## config.mk

```make
export PLATFORM = sky130hd
export DESIGN_NAME = adder_scheduler
export DESIGN_NICKNAME = d
export VERILOG_FILES = /design/src/rtl/adder_scheduler_pkg.sv /design/src/rtl/full_adder.sv /design/src/rtl/ripple_adder17.sv /design/src/rtl/adder_scheduler.sv
export SDC_FILE = /design/constraint.sdc
export NUM_CORES = 1
export LEC_CHECK = 0
export BUFFER_PORTS_ARGS = -buffer_cell sky130_fd_sc_hd__buf_2
export CAP_MARGIN = 20
export CORE_ASPECT_RATIO = 1.4
export CORE_MARGIN = 5
export CORE_UTILIZATION = 47
export DETAILED_ROUTE_END_ITERATION = 12
export GPL_ROUTABILITY_DRIVEN = 0
export MAX_ROUTING_LAYER = met4
export PLACE_DENSITY = 0.73
export SYNTH_ARGS = -nofsm -noshare
export SYNTH_HDL_FRONTEND = slang
export SYNTH_HIERARCHICAL = 1
export SYNTH_SLANG_ARGS = --single-unit
```

## constraint.sdc

```tcl
create_clock -name clk -period 7.3 [get_ports clk]
set_clock_uncertainty 0.2 [all_clocks]
set_input_delay 1.095 -clock clk [delete_from_list [all_inputs] [get_ports clk]]
set_output_delay 1.095 -clock clk [all_outputs]
set_load 0.05 [all_outputs]
```

## src/rtl/adder_scheduler_pkg.sv

```systemverilog
// Shared definitions for the adder scheduler: operand width, FSM state
// encodings and requester ids.
package adder_scheduler_pkg;

  localparam int WIDTH = 17;

  typedef enum logic [1:0] {
    ST_IDLE = 2'd0,
    ST_ADD  = 2'd1,
    ST_HOLD = 2'd2
  } state_t;

  localparam logic REQ0 = 1'b0;
  localparam logic REQ1 = 1'b1;

endpackage

```

## src/rtl/full_adder.sv

```systemverilog
// Single-bit full adder cell; the building block of the ripple-carry chain.
module full_adder (
  input  logic a,
  input  logic b,
  input  logic cin,
  output logic sum,
  output logic cout
);

  assign sum  = a ^ b ^ cin;
  assign cout = (a & b) | (cin & (a ^ b));

endmodule

```

## src/rtl/ripple_adder17.sv

```systemverilog
// Purely combinational ripple-carry adder built from full_adder cells;
// carry-in is fixed at zero.
module ripple_adder17 #(
  parameter int WIDTH = adder_scheduler_pkg::WIDTH
) (
  input  logic [WIDTH-1:0] a,
  input  logic [WIDTH-1:0] b,
  output logic [WIDTH-1:0] sum,
  output logic             cout
);

  logic [WIDTH:0] carry;

  assign carry[0] = 1'b0;

  for (genvar i = 0; i < WIDTH; i++) begin : g_bit
    full_adder u_fa (
      .a    (a[i]),
      .b    (b[i]),
      .cin  (carry[i]),
      .sum  (sum[i]),
      .cout (carry[i+1])
    );
  end

  assign cout = carry[WIDTH];

endmodule

```

## src/rtl/adder_scheduler.sv

```systemverilog
// Round-robin sequencer sharing one registered ripple-carry adder between two
// valid/ready requesters; results are held until the consumer accepts them.
module adder_scheduler #(
  parameter int WIDTH = adder_scheduler_pkg::WIDTH
) (
  input  logic             clk,
  input  logic             reset,
  input  logic             req0_valid,
  input  logic [WIDTH-1:0] req0_a,
  input  logic [WIDTH-1:0] req0_b,
  output logic             req0_ready,
  input  logic             req1_valid,
  input  logic [WIDTH-1:0] req1_a,
  input  logic [WIDTH-1:0] req1_b,
  output logic             req1_ready,
  output logic             res_valid,
  output logic [WIDTH:0]   res_sum,
  output logic             res_id,
  input  logic             res_ready
);

  import adder_scheduler_pkg::*;

  state_t           state;
  logic [WIDTH-1:0] op_a;
  logic [WIDTH-1:0] op_b;
  logic             op_id;
  logic             last_grant;
  logic             grant;
  logic             accept_ok;
  logic [WIDTH-1:0] add_sum;
  logic             add_cout;

  // NOTE: grant gets a default before any branch so always_comb can never
  // infer a latch for the paths that do not assign it.
  always_comb begin
    grant = REQ0;
    if (req0_valid && req1_valid) grant = ~last_grant;
    else if (req1_valid)          grant = REQ1;
  end

  // No acceptance while reset is asserted, so no handshake is ever lost to it.
  assign accept_ok  = (state == ST_IDLE) && !reset;
  assign req0_ready = accept_ok && req0_valid && (grant == REQ0);
  assign req1_ready = accept_ok && req1_valid && (grant == REQ1);

  // The adder sees only registered operands: the whole carry chain gets a
  // full cycle between op_a/op_b and res_sum.
  ripple_adder17 #(.WIDTH(WIDTH)) u_adder (
    .a    (op_a),
    .b    (op_b),
    .sum  (add_sum),
    .cout (add_cout)
  );

  // NOTE: all state below uses non-blocking assignments so every register
  // samples pre-edge values and simulation matches the synthesized flops.
  always_ff @(posedge clk) begin
    if (reset) begin
      state      <= ST_IDLE;
      op_a       <= '0;
      op_b       <= '0;
      op_id      <= REQ0;
      last_grant <= REQ1;
      res_valid  <= 1'b0;
      res_sum    <= '0;
      res_id     <= REQ0;
    end else begin
      case (state)
        ST_IDLE: begin
          if (req0_valid && req0_ready) begin
            op_a       <= req0_a;
            op_b       <= req0_b;
            op_id      <= REQ0;
            last_grant <= REQ0;
            state      <= ST_ADD;
          end else if (req1_valid && req1_ready) begin
            op_a       <= req1_a;
            op_b       <= req1_b;
            op_id      <= REQ1;
            last_grant <= REQ1;
            state      <= ST_ADD;
          end
        end
        ST_ADD: begin
          res_sum   <= {add_cout, add_sum};
          res_id    <= op_id;
          res_valid <= 1'b1;
          state     <= ST_HOLD;
        end
        ST_HOLD: begin
          if (res_ready) begin
            res_valid <= 1'b0;
            state     <= ST_IDLE;
          end
        end
        default: begin
          res_valid <= 1'b0;
          state     <= ST_IDLE;
        end
      endcase
    end
  end

endmodule

```

==> results by group, run 1 <==
Final layout
  – Commonest non-fill, non-tap cell in the layout: buf_2
  – Fillers: 590
  – Layout Nets: around 500
  – Diodes inserted: 0
  – Most frequent cells in the layout: buf_2, dfxtp_1, a21oi_1
  – Post-route cell area: 0.00394 mm2
  – Layout cells sized above 1: 35.1%
  – Synth-to-Final Area Change: 22.8%

Floorplan
  – CORE AREA: 0.00661 mm2
  – Die width: 79.8 um
  – Top-level I/O count: 95
  – Die height: about 110 um
  – Row count: 35
  – Die Area: ~0.0086 mm2
  – Starting Density: 48.5%

Logic synthesis
  – Synthesized instance count: 340
  – Synth cell types: 25
  – Top area cells in the synthesized netlist: dfxtp_1, fa_1, a311oi_1, nand4b_1, a21oi_1
  – Mapped Area: 0.00321 mm2
  – Post-synth ARST share: 0%
  – Synth Register Bits: 58
  – Cell taking the most area after synthesis: dfxtp_1
  – Main synth FF type: dfxtp_1
  – Syn nets: 430
  – Sequential area share after synthesis: a little over a third
  – Yosys top cell area share: 36.2%
  – Synth warn: 6
  – Average size of a mapped cell: 9.43 um2
  – EDFF count, synth: 0

Route
  – DR pass1 iterations: 4
  – Final ANT Viol Nets: 0
  – Vias: 2930
  – DRC violations left: 0
  – Detail-routed via count per cell: 5.80
  – Initial DRC count: 150
  – Routed wire length: 8940 um
  – Wire per inst: 17.7 um

Min path
  – Min-delay worst type: reg2reg
  – Hold Path Origin: res_sum[0]

Pwr
  – NetSw: 0.313 mW
  – P_int: roughly 0.7 mW
  – Clock group share of total power: between 30 and 40%
  – Pleak: approximately 1.5 nW
  – Switching Fraction: 31.3%
  – Logic pwr share: between 20% and 30%
  – Power Density: 254 mW/mm2
  – Reg power frac: 38.5%
  – Worst vdd ir: 126 uV

STA
  – Tcrit/Tclk final: 97.8%
  – Final Setup Violations: 0
  – Actual slew at the worst max-slew pin: between 0.7 and 0.8 ns
  – Worst hold slack: roughly 0.25 ns
  – Tmin final: 7.14 ns
  – Fmax: 140 MHz
  – Final hold violation count: 0
  – Setup TNS: 0 ns
  – Slew Viols, Final: 0
  – RSZ-0062 raised after global routing: no
  – Relative slew slack: 51.1%

Clock tree
  – Clock latency on the worst-skew pair: 0.33 ns
  – CTS tree: done
  – CTS H-tree lvls: 3
  – Reg clk slew, reported paths: 0.06 ns
  – CTS sink cnt: 58
  – Num CTS Buffers: 9
  – Postcts setup bufs: 0
  – CTS Root Cell: clkbuf_8
  – Deepest clock path buffer count: 2

Place
  – I/O Buffers: 94
  – DP Wirelength: 6380 um
  – Post-place instance area: 0.00364 mm2

Global route
  – Initial antenna violation count: 0
  – Grt total ovfl: 0
  – Largest net degree at the start of global routing: 77
  – Gr usage total: about a fifth
  – Vias in the first global route: between 2000 and 3000
  – First-pass GRT wire length: ~14000 um

Setup path
  – Worst r2r path cells: 19
  – Launching element type of the critical path: register
  – RR Endpoint: res_sum[16]
  – WP data arrival: 7.19 ns
  – Crit path launch: op_a[0]
  – Max FO, Critical Path: 2
  – CP Class: reg2reg
  – Reg2Reg Launch Point: op_a[0]
  – CP Capture Type: register
  – Worst EP required: between 7 and 8 ns
  – Crit path to: res_sum[16]
  – Reg2Reg Setup Slack: roughly 0.16 ns

Outcome
  – Run status: finished, final reports clean

Run
  – Max Cap Viol: 0
[synth_stat cells, drive strengths merged, types with 2 or more instances]
cell	instances
dfxtp	58
a21oi	55
nand2	40
a311oi	34
nand4b	34
o31ai	34
clkbuf	25
buf	21
fa	17
nor2	6
nor2b	4
nand2b	2
nor3	2
[repair_timing]
item                       in CTS  in global routing
cloned                          0                  0
setup endpoints to repair       2                  2
hold buffers                    0                  0
gates resized for setup         6                  3
[area by class of cell]
class	count	area [um2]	area share, %
Sequential cell	58	1160	29.5
Timing Repair Buffer	103	561	14.2
Inverter	1	3.75	0.0953
Clock inverter	5	100	2.54
Clock buffer	11	151	3.84
Multi-Input combinational cell	235	1850	46.9
Tap cell	92	115	2.92
[worst max-delay path, cell delays in order, from the launching register on]
cell and delay (ns):
dfxtp_1 0.33, fa_1 0.44, fa_2 0.36, fa_2 0.35, fa_2 0.35, fa_2 0.35, fa_1 0.39, fa_2 0.35
fa_1 0.38, fa_1 0.39, fa_2 0.35, fa_1 0.39, fa_2 0.35, fa_2 0.35, fa_2 0.35, fa_1 0.39
fa_2 0.35, fa_1 0.48, nand2_1 0.05, a21oi_1 0.11
[kinds of logic after synthesis]
kind of cell    count (synthesis)  share of synthesized area [%]
buf+inv                        47                           7.26
flops                          58                           36.2
simple gates                   93                           17.6
fa+ha+maj                      17                           10.6
compound gates                124                           28.2
other cells                     1                          0.117
[how the worst min path moves through the flow]
stage	cells past startpoint	slack, ns	to
after global placement	2	0.24	res_sum[4]
after floorplan	2	0.23	res_id
after detailed placement	2	0.24	res_sum[13]
final	2	0.25	res_sum[0]
after global routing	2	0.28	res_sum[10]
after CTS	2	0.25	res_sum[13]
[routing by layer]
layer	vias to the layer above	part of all wire, %	GRT usage, %
met4	0	2.1	10.3
met3	14	5.8	4.52
met1	1385	41	26.4
met2	109	51	33.2
met5	-	0	-
li1	1422	-	-
[metrics by stage]
| step | setup slack [ns] | util [%] | power (mW) | instances |
|---|---|---|---|---|
| finish | 0.163 | 59.5 | 1.00 | 505 |
| global route | 0.0135 | 59.5 | 1.05 | 505 |
| CTS | 0.0354 | 59.0 | 1.01 | 504 |
| detailed placement | -0.243 | 55.0 | 0.634 | 488 |
| global placement | -0.137 | 55.0 | 0.629 | 488 |
| floorplan | 0.0164 | - | 0.565 | 340 |
[sequential cells by signal, indices dropped and copies added (netlist names)]
name and count:
res_sum 18, op_a 17, op_b 17, state 2
last_grant 1, op_id 1, res_id 1, res_valid 1
[power by group through the flow]
stage          sequential [mW]  clock (mW)  combinational (mW)
2_1_floorplan            0.418           0               0.146
3_3_place_gp             0.390           0               0.239
3_5_place_dp             0.391           0               0.243
4_1_cts                  0.385       0.376               0.245
5_1_grt                  0.389       0.392               0.272
6_report                 0.385       0.368               0.247
Power figures use the tool's default switching activity.
==> run 2, diff against run 1 <==
Settings changed: HOLD_SLACK_MARGIN from default to 0.12, PLACE_DENSITY 0.73 to 0.87.
==> run 2 against run 1 <==
Effect of this change: final area down 1.8%; die area unchanged; fmax increased by 0.58%; clock power decreased by 25%; non-clock buffer count shrank 1; highest routed layer unchanged.
==> results by group, run 2 (synthesis gave the netlist of run 1 again) <==
Global route
  – First-pass GRT wire length: 14300 um (was 13900 um)
  – Gr usage total: 22.1% (was 21.4%)
  – Largest net degree at the start of global routing: 79 (was 77)
  – Grt total ovfl: 0 (unchanged)
  – Vias in the first global route: 2883 (was 2801)
  – Initial antenna violation count: 0 (unchanged)

Final layout
  – Post-route cell area: 0.00387 mm2 (was 0.00394 mm2)
  – Registers with the most flip-flops: res_sum x18, op_a x17, op_b x17 (unchanged)
  – Layout cells sized above 1: 35.0% (was 35.1%)
  – Diodes inserted: 0 (unchanged)
  – Largest register by flop count: res_sum (unchanged)
  – Synth-to-Final Area Change: 20.6% (was 22.8%)
  – Commonest non-fill, non-tap cell in the layout: buf_2 (unchanged)
  – Max reg flops: 18 (unchanged)
  – Layout Nets: 497 (was 498)
  – Fillers: 590 (unchanged)
  – Most frequent cells in the layout: buf_2, dfxtp_1, a21oi_1 (unchanged)
  – Final Util: 58.5% (was 59.5%)

Place
  – DP Wirelength: 6360 um (was 6380 um)
  – I/O Buffers: 94 (unchanged)
  – Pre-CTS setup slack: -0.218 ns (was -0.243 ns)
  – Post-place instance area: 0.00366 mm2 (was 0.00364 mm2)

Pwr
  – Reg power frac: 42.3% (was 38.5%)
  – Logic pwr share: 27.4% (was 24.7%)
  – Pleak: 1.49 nW (was 1.54 nW)
  – Worst vdd ir: 108 uV (was 126 uV)
  – Power Density: 235 mW/mm2 (was 254 mW/mm2)
  – Clock group share of total power: 30.4% (was 36.8%)
  – NetSw: 0.315 mW (was 0.313 mW)
  – P_int: 0.595 mW (was 0.688 mW)
  – Total power: 0.910 mW (was 1.00 mW)
  – Switching Fraction: 34.6% (was 31.3%)

Floorplan
  – Row count: 35 (unchanged)
  – Starting Density: 48.5% (unchanged)
  – Top-level I/O count: 95 (unchanged)
  – Die width: 79.8 um (unchanged)
  – Die height: 108 um (unchanged)
  – Die Area: 0.00860 mm2 (unchanged)
  – CORE AREA: 0.00661 mm2 (unchanged)

STA
  – Tcrit/Tclk final: 97.2% (was 97.8%)
  – Actual slew at the worst max-slew pin: 1.00 ns (was 0.734 ns)
  – Final hold violation count: 0 (unchanged)
  – Slew Viols, Final: 0 (unchanged)
  – Fin worst setup slack: 0.204 ns (was 0.163 ns)
  – Fmax: 141 MHz (was 140 MHz)
  – Worst hold slack: 0.253 ns (was 0.251 ns)
  – Final Setup Violations: 0 (unchanged)
  – RSZ-0062 raised after global routing: no (unchanged)
  – Tmin final: 7.10 ns (was 7.14 ns)
  – Relative slew slack: 33.2% (was 51.1%)

Setup path
  – RR Endpoint: res_sum[16] (unchanged)
  – Crit path launch: op_a[0] (unchanged)
  – WP data arrival: 7.17 ns (was 7.19 ns)
  – CP Class: reg2reg (unchanged)
  – CP Capture Type: register (unchanged)
  – Max FO, Critical Path: 2 (unchanged)
  – Reg2Reg Launch Point: op_a[0] (unchanged)
  – Reg2Reg Setup Slack: 0.20 ns (was 0.16 ns)
  – Launching element type of the critical path: register (unchanged)
  – Worst r2r path cells: 19 (unchanged)
  – Crit path to: res_sum[16] (unchanged)
  – Worst EP required: 7.38 ns (was 7.35 ns)

Route
  – Routed wire length: 8900 um (was 8940 um)
  – Vias: 2929 (was 2930)
  – DRC violations left: 0 (unchanged)
  – Wire per inst: 17.7 um (about the same)
  – Initial DRC count: 286 (was 150)
  – Final ANT Viol Nets: 0 (unchanged)
  – DR pass1 iterations: 4 (unchanged)
  – Detail-routed via count per cell: 5.81 (was 5.80)

Outcome
  – Run status: finished, final reports clean (unchanged)

Clock tree
  – Clock latency on the worst-skew pair: 0.35 ns (was 0.33 ns)
  – Num CTS Buffers: 9 (unchanged)
  – Deepest clock path buffer count: 2 (unchanged)
  – CTS sink cnt: 58 (unchanged)
  – Postcts setup bufs: 0 (unchanged)
  – Reg clk slew, reported paths: 0.07 ns (was 0.06 ns)
  – CTS H-tree lvls: 3 (unchanged)
  – CTS Root Cell: clkbuf_8 (unchanged)
  – CTS tree: done (unchanged)
  – # hold bufs at CTS: 0 (unchanged)

Run
  – Max Cap Viol: 0 (unchanged)

Min path
  – Min-delay worst type: reg2reg (unchanged)
  – Hold depth: 2 (unchanged)
  – Hold Path Origin: res_sum[5] (was res_sum[0])
==> run 2: cell types whose count changed in the layout (fill, tap and decap cells not counted) <==
cell,delta
buf_4,-1
bufinv_16,-3
clkbuf_1,+2
fa_1,-2
fa_2,+2
clkbuf_8,+1
==> run 2: area by class of cell <==
type	instances	area (um2)	share of cell area, %
inverter	1	3.75	0.0971
sequential	58	1160	30.0
clock buffer	14	173	4.47
clock inverter	2	10.0	0.259
timing repair buffer	102	553	14.3
tap	92	115	2.98
multi-input combinational	235	1850	47.9
==> run 2: layer usage <==
layer	vias up	GRT usage (%)	share of wire, %
li1	1422	-	-
met1	1390	26.1	40
met2	96	36.4	52
met3	21	3.35	5.1
met4	0	10.7	3.1
met5	-	-	0
==> run 2: worst min-delay path by stage <==
stage,to
5_1_grt,res_sum[10]
2_1_floorplan,res_id
3_5_place_dp,res_sum[13]
6_report,res_sum[5]
4_1_cts,res_sum[13]
3_3_place_gp,res_sum[4]
==> run 2: critical path, stage by stage, from the launching register on <==
cell and delay [ns]:
dfxtp_1 0.34, fa_1 0.44, fa_1 0.39, fa_2 0.36
fa_2 0.35, fa_1 0.39, fa_2 0.35, fa_2 0.34
fa_2 0.35, fa_2 0.35, fa_2 0.34, fa_1 0.39
fa_2 0.36, fa_2 0.35, fa_2 0.36, fa_2 0.34
fa_2 0.34, fa_1 0.48, nand2_1 0.05, a21oi_1 0.15
==> run 2: timing repair <==
item	in CTS	in global routing
hold endpoints to repair	0	0
resized for setup	6	5
pin swaps	0	1
endpoints found under the setup margin	2	2
==> run 2: power by group through the flow <==
stage,Combinational [mW],Clock [mW],Sequential (mW)
floorplan,0.146,0,0.418
global placement,0.235,0,0.389
detailed placement,0.246,0,0.390
CTS,0.248,0.280,0.384
global route,0.275,0.294,0.390
finish,0.249,0.276,0.385
==> run 2: stage by stage <==
stage,cells,setup TNS [ns]
after floorplan,340,0
after global placement,487,-0.191
after detailed placement,488,-0.335
after CTS,504,0
after global routing,504,0
final,504,0
